## config.mk

```make
export PLATFORM = sky130hd
export DESIGN_NAME = serial_sum_decoder
export DESIGN_NICKNAME = d
export VERILOG_FILES = /design/src/rtl/serial_sum_decoder.sv
export SDC_FILE = /design/constraint.sdc
export NUM_CORES = 1
export LEC_CHECK = 0
export CAP_MARGIN = 20
export CORE_MARGIN = 4
export CORE_UTILIZATION = 51
export DETAILED_ROUTE_END_ITERATION = 6
export MAX_ROUTING_LAYER = met4
export PLACE_DENSITY = 0.79
export SLEW_MARGIN = 0
export SYNTH_ARGS = -nofsm -noshare
export SYNTH_HDL_FRONTEND = slang
export SYNTH_SLANG_ARGS = --single-unit
```

## constraint.sdc

```tcl
create_clock -name clk -period 1.65 [get_ports clk]
set_input_delay 0.495 -clock clk [delete_from_list [all_inputs] [get_ports clk]]
set_output_delay 0.495 -clock clk [all_outputs]
set_load 0.1 [all_outputs]
```

## src/rtl/serial_sum_decoder.sv

```systemverilog
// Bit-serial recovery of addend A = SUM - B - CIN using a full-subtractor cell
// and a borrow flip-flop, with a start/busy/done handshake.
module serial_sum_decoder #(
  parameter int WIDTH = 4
) (
  input  logic             clk,
  input  logic             rst,
  input  logic             start,
  input  logic [WIDTH:0]   sum,
  input  logic [WIDTH-1:0] b,
  input  logic             cin,
  output logic             busy,
  output logic             done,
  output logic [WIDTH-1:0] a,
  output logic             valid
);

  localparam int CNT_W = $clog2(WIDTH + 1);
  localparam logic [CNT_W-1:0] LAST_BIT = CNT_W'(WIDTH - 1);

  typedef enum logic [1:0] {IDLE, SHIFT, DONE} state_t;

  state_t           state;
  logic [WIDTH-1:0] sum_reg;
  logic             cout_reg;
  logic [WIDTH-1:0] b_reg;
  logic [WIDTH-1:0] a_reg;
  logic             borrow;
  logic [CNT_W-1:0] cnt;

  logic             d_bit;
  logic             borrow_next;
  logic [WIDTH-1:0] a_next;

  function automatic logic fs_diff(input logic x, input logic y, input logic bin);
    return x ^ y ^ bin;
  endfunction

  function automatic logic fs_borrow(input logic x, input logic y, input logic bin);
    return (~x & y) | (~x & bin) | (y & bin);
  endfunction

  always_comb begin
    d_bit       = fs_diff(sum_reg[0], b_reg[0], borrow);
    borrow_next = fs_borrow(sum_reg[0], b_reg[0], borrow);
    a_next      = {d_bit, a_reg[WIDTH-1:1]};
  end

  always_ff @(posedge clk or posedge rst) begin
    if (rst) begin
      state    <= IDLE;
      sum_reg  <= '0;
      cout_reg <= 1'b0;
      b_reg    <= '0;
      a_reg    <= '0;
      borrow   <= 1'b0;
      cnt      <= '0;
      busy     <= 1'b0;
      done     <= 1'b0;
      a        <= '0;
      valid    <= 1'b0;
    end else begin
      case (state)
        IDLE: begin
          done <= 1'b0;
          if (start) begin
            sum_reg  <= sum[WIDTH-1:0];
            cout_reg <= sum[WIDTH];
            b_reg    <= b;
            a_reg    <= '0;
            borrow   <= cin;
            cnt      <= '0;
            busy     <= 1'b1;
            state    <= SHIFT;
          end
        end
        SHIFT: begin
          a_reg   <= a_next;
          sum_reg <= sum_reg >> 1;
          b_reg   <= b_reg >> 1;
          borrow  <= borrow_next;
          cnt     <= cnt + 1'b1;
          // Final bit: publish result on the same edge that enters DONE.
          if (cnt == LAST_BIT) begin
            busy  <= 1'b0;
            done  <= 1'b1;
            a     <= a_next;
            valid <= ~(cout_reg ^ borrow_next);
            state <= DONE;
          end
        end
        DONE: begin
          done  <= 1'b0;
          state <= IDLE;
        end
        default: begin
          busy  <= 1'b0;
          done  <= 1'b0;
          state <= IDLE;
        end
      endcase
    end
  end

endmodule

```

==> flow_summary.yaml <==
status:
  run_status: "finished, final reports clean"
placed_design:
  io_buffers: 19
  gp_congestion: 0.8358
  dp_hpwl_um: 1599
  dp_slack_ns: -0.1852
  placed_area_um2: 1455
synth:
  synth_area_um2: 1144
  synth_area_per_cell_um2: 11.55
  ys.flop_type: "dfrtp_1"
  netlist_top_cells_area: "dfrtp_1 (55%), o21ai_0 (3.9%), mux2_4 (3.9%)"
  seq_area_frac_synth_pct: 54.70
  syn-num-nets: 115
  synth_common_cells: "dfrtp_1 (25), o21ai_0 (9), inv_1 (7), nand2_1 (6), nor3_1 (6)"
  synth_area_leader_cell: "dfrtp_1"
  synth-edff-count: 0
  yosys.area.top_type_share_pct: 54.70
  async_reset_ff_share_pct: 100.0
  synth_cells: 99
  yosysWarnings: 0
  post-synth-top-count-cell: "dfrtp_1"
  synth-seq-cells: 25
  synth.distinct_cells: 29
cts:
  clockBufferDepth: 2
  cts_tree: "done"
  post-cts-setup-buffer-count: 0
  cts_buffers: 3
  clockRootBuffer: "clkbuf_4"
  cts.sink_count: 25
  clk_latency_ns: 0.31
  h-tree-depth: 1
  clk_pin_slew_ns: 0.13
  hold_buffers: 0
  cts_resized: 0
worst_setup_path:
  critPathRequiredTime_ns: 1.87
  r2r_slack_ns: 0.18
  rr_startpoint: "cnt[0]"
  cp_max_fo: 9
  crit_arrival_ns: 1.71
  reg2regPathDepth: 4
  rr_endpoint: "a[0]"
  setup.worst_path.start_class: "primary input"
  path_class: "in2reg"
  cp-end-kind: "flop"
global_routing:
  overflow: 0
  grt_max_degree: 26
  grt_use_total_pct: 16.12
  grt_pass1_wl_um: 3926
  antenna_found_initial: 0
  grt_pass1_vias: 833
timing:
  period_share_pct: 90.24
  grt_setup_unrepaired: "no"
  setup_viol: 0
  layout_setup_ws_ns: 0.1611
  max_freq_mhz: 671.6
  finClkSkew_ns: 0.002161
  slew_headroom_pct: 65.74
  hold_viol: 0
  tightest_slew_ns: 0.5139
  maxSlewViolCount: 0
  fin_crit_ns: 1.489
floorplanning:
  coreArea_um2: 2042
  die_y_um: 55.36
  die_x_um: 55.36
  rows: 16
  io-pin-count: 20
  die_area_um2: 3064
  start_util_pct: 56.00
layout:
  largest_reg_flops: 7
  finalNetCount: 142
  antenna_cells: 0
  drive_gt1_share_pct: 23.20
  area_delta_synth_final_pct: 29.65
  finalInstanceArea_um2: 1483
power_and_ir_drop:
  p_total_mw: 3.199
  vdd_drop_max_v: 0.001845
  p_leak_nw: 0.6870
  power_density_nw_per_um2: 2157
drt:
  dr.pass1.iters: 4
  wirelength_um: 2113
  ant_nets: 0
  vias_per_cell: 5.520
  via_count: 839
  drt_iter0_drc: 14
  drc: 0
  avgRoutedWirePerCell_um: 13.90
run:
  drv_cap: 0
min_path:
  hold_path.class: "in2async"
## cell families after synthesis
logic type | synth area share [%]
AOI/OAI and AO/OA | 15.54
xor gates and xnor gates | 0.7660
adders and majority gates | 3.938
buffers and inverters | 6.017
DFF | 54.70
muxes | 4.923
and+or+nand+nor | 14.11
## layer usage
| metal | track usage, % | wire, um | vias to the layer above |
|---|---|---|---|
| met4 | 5.208 | 13 | 0 |
| li1 | - | - | 396 |
| met5 | - | 0 | - |
| met3 | 3.263 | 108 | 2 |
| met2 | 23.65 | 1023 | 20 |
| met1 | 22.39 | 968 | 421 |
## worst max-delay path by stage
stage | start | end | slack [ns] | depth (start not counted)
3_5_place_dp | start | cout_reg | -0.19 | 4
3_3_place_gp | start | cout_reg | -0.15 | 4
5_1_grt | state[0] | sum_reg[2] | 0.09 | 2
6_report | start | cout_reg | 0.16 | 4
4_1_cts | cnt[0] | a[0] | 0.17 | 4
2_1_floorplan | busy | busy | 0.26 | 0
## area by class of cell
type | count | area (um2)
fillers | 164 | 559.3
repair buffers | 27 | 320.3
clock buffers | 3 | 22.52
flip-flops and latches | 25 | 625.6
inverters | 7 | 26.28
well taps | 27 | 33.78
multi-input cells | 62 | 449.2
clock inverters | 1 | 5.005
## per-stage QoR
step | utilization, % | std cells | setup TNS (ns) | hold WS (ns)
finish | 72.61 | 152 | 0 | 0.5117
global route | 72.61 | 152 | 0 | 0.5414
CTS | 72.61 | 152 | 0 | 0.5213
global placement | 71.26 | 148 | -1.024 | 0.4823
floorplan | - | 99 | 0 | 0.4655
detailed placement | 71.26 | 148 | -1.672 | 0.4962
## placed cells by master, fill, tap and decap left out, types with 2 or more instances in the layout
cell	instances
clkbuf_4	3
mux2_4	3
nand3b_1	2
inv_1	7
nor3b_1	2
o221a_2	2
dfrtp_1	25
buf_12	7
nand2_1	6
a22o_1	3
nor3_1	6
o21ai_0	9
nor2_1	5
clkdlybuf4s50_1	12
a21oi_1	4
ha_1	2
nor2b_1	2
o22ai_1	3
nand2b_1	2
o22a_1	2
buf_4	8
## critical path, stage by stage
cell and delay (ns):
clkdlybuf4s50_1 0.63, nand2b_2 0.10, nor2_1 0.14, mux2_2 0.34
## report_power, final
part,switching [mW],internal [mW]
sequential,0.249,0.891
combinational,1.01,0.777
clock,0.177,0.0906
Note: power is estimated with default switching activity, not from simulation.
